### src/rtl/cmp_pkg.sv
// Shared definitions for the stream equality checker: parameter defaults
// and the status (FSM state) encoding.
package cmp_pkg;

  localparam int WIDTH_DEF = 8;
  localparam int CNT_W_DEF = 16;

  typedef logic [1:0] status_t;

  localparam status_t ST_IDLE = 2'd0;
  localparam status_t ST_PASS = 2'd1;
  localparam status_t ST_FAIL = 2'd2;

endpackage

### src/rtl/cmp_mag.sv
// Combinational unsigned magnitude compare of two WIDTH-bit operands.
module cmp_mag #(
  parameter int WIDTH = cmp_pkg::WIDTH_DEF
) (
  input  logic [WIDTH-1:0] a,
  input  logic [WIDTH-1:0] b,
  output logic             eq,
  output logic             gt,
  output logic             lt
);

  assign eq = (a == b);
  assign gt = (a > b);
  assign lt = (a < b);

endmodule

### config.mk
export PLATFORM = sky130hd
export DESIGN_NAME = cmp_mag
export DESIGN_NICKNAME = d
export VERILOG_FILES = /design/src/rtl/cmp_pkg.sv /design/src/rtl/cmp_mag.sv
export SDC_FILE = /design/constraint.sdc
export NUM_CORES = 1
export LEC_CHECK = 0
export ABC_AREA = 1
export CAP_MARGIN = 5
export CORE_AREA = 2 2 39 41
export DETAILED_ROUTE_END_ITERATION = 6
export DIE_AREA = 0 0 41 43
export PLACE_DENSITY_LB_ADDON = 0.2
export SLEW_MARGIN = 15
export SYNTH_ARGS = -nofsm -noshare
export SYNTH_HDL_FRONTEND = slang
export SYNTH_SLANG_ARGS = --single-unit
### constraint.sdc
create_clock -name vclk -period 1
set_clock_uncertainty 0.2 [all_clocks]
set_input_delay 0.1 -clock vclk [all_inputs]
set_output_delay 0.1 -clock vclk [all_outputs]
set_load 0.02 [all_outputs]
* Word-level counts from Yosys, hierarchy flattened
Cells that the tools add are included.
** Storage, ports and cells
- Bits in registers :: 0
- Bits of input ports :: 16
- Logic and storage cells :: 3
- Output and inout port bits :: 3
** Operators by class
- Equal/unequal tests :: 1
- Order comparisons :: 2
** Operators by type and width (count)
- 8-bit == test :: 1
- 8-bit greater-than comparator :: 1
- 8-bit less-than comparator :: 1

* Logic depth before layout (Yosys ltp)
Gate-level depths: netlist of the first run.
- Depth after elaboration :: 1
- Depth in mapped cells :: 9
- Gate-level depth less buffers :: 9

* Worst setup path before layout of the first run
OpenSTA, ideal clock, no wires.
- Path type :: input-to-output
- Start point :: in b[3]
- End point :: out gt
- Stages :: 7
- Data required time :: 700 ps
- Slack :: -362 ps
- Arrival time :: 1062 ps
- Path buffers :: 0
- Cell sequence :: inv_1 -> ha_1 -> nand2_1 -> inv_2 -> nand3_2 -> nor3_2 -> a21oi_1
** Between the ends
- Word-level cells in the longest chain between the ends :: 1
** Ends and longest elaborated chain
- start: declaration :: RTL line cmp_mag.sv:6 : input logic [WIDTH-1:0] b,
- 8-bit greater-than comparator :: RTL line cmp_mag.sv:13 : assign gt = (a > b);
- end: declaration :: RTL line cmp_mag.sv:8 : output logic gt,
Every way passes these cells.

* Final worst setup path of the first run
- Start point :: in b[5]
- End point :: out lt
** Between the ends
- Word-level cells in the longest chain between the ends :: 1
** Ends and longest elaborated chain
- 8-bit less-than comparator :: RTL line cmp_mag.sv:14 : assign lt = (a < b);
- end: declaration :: RTL line cmp_mag.sv:9 : output logic lt
Every way passes these cells.

==> reports/metrics.yaml, run 1 <==
outcome:
  status: "finished, violations left"
  violations: "setup timing"
flow_run:
  maxCapViolations: 0
detailed_routing:
  drc: 0
  ant_nets: 0
  num_vias: 293
  firstDrtPassIters: 1
  vias_per_cell: 3.96
  drtIter0Drc: 0
  routed_wl_um: 569
  wl_per_cell_um: 7.69
global_route:
  grt_pass1_wl_um: 1060
  gr-total-overflow: 0
  busiest_layer: "met2"
  grtUsageTotal_pct: 8.00
  grt_max_degree: 4
  grt_pass1_vias: 288
  grt_util_met1_pct: 9.21
  use_met2_pct: 15.9
  antenna_found_initial: 0
  met3_usage_pct: 0
layout:
  register_area_um2: 0
  final_common_cell: "buf_2"
  final_cell_mix: "10 x buf_2, 8 x ha_4, 8 x buf_6"
  design_area_um2: 609
  nets: 84
  layout-drive-gt1-share_pct: 89.7
  area_delta_synth_final_pct: 150
  fillers: 159
  stdcell_count: 74
  diodes: 0
  seq_cells: 0
  nClkBuffers: 0
  final_util_pct: 44.0
placement:
  placed_cell_area_um2: 604
  port_buffers: 19
  gp_congestion: 0.694
  dp_hpwl_um: 497
  dpl.cell_count: 74
floorplan:
  core_area_um2: 1380
  rows: 14
  die_h_um: 43
  io_pins: 19
  dieArea_um2: 1760
  die_w_um: 41
  start_util_pct: 17.6
sta:
  slew-limit-headroom_pct: 88.1
  clock.fmax_ghz: 0.767
  finalHoldViolCount: 0
  slew_viol_final: 0
  setup_viol: 3
  rsz0062_at_grt: "yes"
  period_needed_ps: 1300
  layout_setup_ws_ps: -304
  min_period_over_period_pct: 130
  worst_pin_slew_ps: 178
  hold_ws_ps: 533
logic_synthesis:
  yosysSeqAreaShare_pct: 0
  synth_top_family_by_area: "adder cells"
  synth_area_leaders: "ha_1 41%, inv_1 17%, nand2_1 12%"
  yosysTopAreaCell: "ha_1"
  avgSynthCellArea_um2: 6.42
  synth_mux_area_share_pct: 0
  yosysWarnings: 0
  synth_area_um2: 244
  synthSimpleGateAreaFrac_pct: 29.7
  ys_types: 13
  netlist_instances: 38
  syn_nets: 62
  synthXorXnorAreaFrac_pct: 0
  synthDominantCellAreaShare_pct: 41.0
  synthAdderAreaFrac_pct: 41.0
  synth_compound_area_share_pct: 10.8
setup_path:
  cp.arrival_ps: 1000
  crit_fanout: 2
  end_kind: "output port"
  crit_type: "input port to output port"
  startpoint_type: "input port"
  cp.required_ps: 700
  critPathLaunch: "b[5]"
power_and_ir_drop:
  vdd_ir_drop_max_v: 0.000192
  p_int_w: 0.000162
  clkPwrFrac_pct: 0
  power.density_nw_per_um2: 485
  combPwrFrac_pct: 100.0
  p_leak_nw: 0.283
  power_switching_w: 0.000133
  switching_share_pct: 45.1
  p_seq_share_pct: 0
min_path:
  min_from: "b[0]"
  min_path_type: "input port to output port"
  hold_depth: 5
clocking:
  cts_setup_buffers: 0
  holdBufCountCts: 0
-- synth_stat cells --
master	count
nor2_2	1
nor2_1	1
a21oi_1	2
and2_1	1
nand2_1	8
nand2_2	1
inv_2	1
ha_1	8
nand3_2	1
inv_1	11
a21oi_2	1
nor3_2	1
a21o_1	1
-- power by group through the flow --
stage	sequential (W)	clock (W)	combinational, W
finish	0	0	0.000295
global placement	0	0	0.000278
CTS	0	0	0.000291
floorplan	0	0	0.000161
global route	0	0	0.000324
detailed placement	0	0	0.000281
-- kinds of logic (layout without fill, tap and decap cells) --
kind of cell,after synthesis,count (layout)
and+or+nand+nor,14,14
buffers and inverters,12,32
adders and majority gates,8,8
AOI/OAI and AO/OA,4,4
-- worst max-delay path, cell delays in order --
cell     delay (ps)
buf_2            80
inv_2            30
ha_4            270
nand2_2          50
a21oi_2         130
nor2_2           60
and2_4          150
buf_6           120
-- path summary, 6_finish.rpt --
| kind | endpoint | slack, ps |
|---|---|---|
| worst min-delay path | eq | 530 |
| worst max-delay path | lt | -300 |
-- layer usage --
| metal | wire [um] | up-vias |
|---|---|---|
| met5 | 0 | - |
| met4 | 0 | 0 |
| met3 | 30 | 0 |
| met2 | 327 | 8 |
| met1 | 212 | 129 |
| li1 | - | 156 |
-- repair_timing --
| action | 4_1_cts | 5_1_grt |
|---|---|---|
| pin swaps | 20 | 8 |
| endpoints found under the setup margin | 3 | 3 |
| resized for setup | 96 | 5 |
-- layout make-up --
| type | instances | area, um2 | area share (%) |
|---|---|---|---|
| Inverter | 12 | 72.6 | 11.9 |
| Timing Repair Buffer | 20 | 170 | 27.9 |
| Tap cell | 16 | 20.0 | 3.29 |
| Multi-Input combinational cell | 26 | 347 | 56.9 |
-- per-stage QoR --
step,power (W),worst slack [ps],TNS [ps]
floorplan,0.000161,-186,-336
global placement,0.000278,-1320,-3910
detailed placement,0.000281,-1330,-3930
CTS,0.000291,-327,-977
global route,0.000324,-370,-1010
finish,0.000295,-304,-845
Power figures use the tool's default switching activity.
==> run 2, diff against run 1 <==
- CAP_MARGIN: 5 -> 0
==> results of run 2 <==
No change in the layout: final DEF, timing and power equal those of run 1.
==> run 3, diff against run 2 <==
- ABC_AREA: 1 -> not set
- MAX_ROUTING_LAYER: not set -> met4
- REMOVE_ABC_BUFFERS: not set -> 1
==> reports/metrics.yaml, run 3 <==
detailed_routing:
  drc: 0
  drtIter0Drc: 0
  vias_per_cell: 4.34
  routed_wl_um: 782
  num_vias: 282
  firstDrtPassIters: 1
  ant_nets: 0
  wl_per_cell_um: 12.0
floorplan:
  io_pins: 19
  rows: 14
  core_area_um2: 1380
  start_util_pct: 16.3
  die_h_um: 43
  dieArea_um2: 1760
  die_w_um: 41
sta:
  layout_setup_ws_ps: -397
  hold_ws_ps: 484
  setup-tns-final_ps: -1000
  slew-limit-headroom_pct: 89.8
  min_period_over_period_pct: 140
  worst_pin_slew_ps: 152
  clock.fmax_ghz: 0.716
  rsz0062_at_grt: "yes"
  setup_viol: 3
  period_needed_ps: 1400
  slew_viol_final: 0
  finalHoldViolCount: 0
setup_path:
  crit_fanout: 2
  cp.arrival_ps: 1100
  crit_type: "input port to output port"
  end_kind: "output port"
  startpoint_type: "input port"
  cp.required_ps: 700
  critPathLaunch: "b[1]"
  crit_end: "gt"
logic_synthesis:
  yosysTopAreaCell: "ha_1"
  synth_area_leaders: "ha_1 44%, inv_1 13%, a21oi_1 6.7%"
  yosysSeqAreaShare_pct: 0
  netlist_instances: 29
  avgSynthCellArea_um2: 7.77
  yosysWarnings: 0
  synth_commonest_cells: "8 x ha_1, 8 x inv_1, 3 x a21oi_1, 2 x nor2_1"
  synthDominantCellAreaShare_pct: 44.4
  ys_types: 12
  synth_area_um2: 225
min_path:
  min_path_type: "input port to output port"
global_route:
  grt_pass1_wl_um: 1260
  grt_pass1_vias: 332
  grtUsageTotal_pct: 10.1
  grt_max_degree: 4
  gr-total-overflow: 0
  antenna_found_initial: 0
layout:
  final_common_cell: "buf_6"
  register_area_um2: 0
  layout-drive-gt1-share_pct: 91.8
  seq_cells: 0
  final_cell_mix: "17 x buf_6, 8 x ha_4, 5 x inv_2"
  nClkBuffers: 0
  nets: 75
  diodes: 0
  area_delta_synth_final_pct: 169
placement:
  gp_congestion: 0.563
  dp_slack_ps: -1300
  dp_hpwl_um: 551
  port_buffers: 19
clocking:
  holdBufCountCts: 0
power_and_ir_drop:
  p_int_w: 0.000168
  vdd_ir_drop_max_v: 0.000137
  switching_share_pct: 40.2
  p_leak_nw: 0.250
  power.density_nw_per_um2: 465
  power_switching_w: 0.000113
  p_total_w: 0.000281
  combPwrFrac_pct: 100.0
  clkPwrFrac_pct: 0
  p_seq_share_pct: 0
outcome:
  status: "finished, violations left"
  violations: "setup timing"
flow_run:
  maxCapViolations: 0
run 3: worst min path at each step:
stage	from	to	slack (ps)	cells past startpoint
2_1_floorplan	a[7]	lt	340	4
3_3_place_gp	a[0]	eq	1330	6
3_5_place_dp	a[0]	eq	1320	6
4_1_cts	a[7]	lt	520	6
5_1_grt	a[7]	lt	520	6
6_report	a[7]	lt	480	6
run 3: critical path: stages:
cell      delay (ps)
buf_8            100
inv_4             50
ha_4             190
nor2b_4          120
o211ai_2         140
a21oi_2           80
o21ba_4          190
buf_6            120
run 3: power by group through the flow:
stage | combinational (W) | sequential, W | clock [W]
2_1_floorplan | 0.0000922 | 0 | 0
3_3_place_gp | 0.000190 | 0 | 0
3_5_place_dp | 0.000191 | 0 | 0
4_1_cts | 0.000256 | 0 | 0
5_1_grt | 0.000311 | 0 | 0
6_report | 0.000281 | 0 | 0
run 3: final cells by class:
type                            instances  area, um2
Tap cell                               16       20.0
Inverter                                8       37.5
Timing Repair Buffer                   20        219
Fill cell                             148        778
Multi-Input combinational cell         21        329
run 3: logic make-up (layout without fill, tap and decap cells):
| kind of cell | after synthesis | count (layout) | synth area share (%) |
|---|---|---|---|
| AOI/OAI and AO/OA | 7 | 7 | 22.8 |
| buffers and inverters | 8 | 28 | 13.3 |
| adders and majority gates | 8 | 8 | 44.4 |
| and+or+nand+nor | 6 | 6 | 19.4 |
run 3: repair_timing:
| item | in CTS | in global routing |
|---|---|---|
| buffers inserted | 1 | 0 |
| resized for setup | 109 | 13 |
| pin swaps | 17 | 11 |
| gates cloned | 0 | 0 |
| setup endpoints to repair | 3 | 3 |
run 3: metrics by stage:
stage               cells  util, %  area [um2]
floorplan              29        -         225
global placement       64     31.5         435
detailed placement     64     31.5         435
CTS                    65     38.8         537
global route           65     43.8         606
finish                 65     43.8         606
run 3: layer usage:
metal	vias to the layer above	wire length [um]	track usage [%]
li1	139	-	-
met1	125	270	9.49
met2	18	441	21.3
met3	0	71	0.524
met4	0	0	0
met5	-	0	-
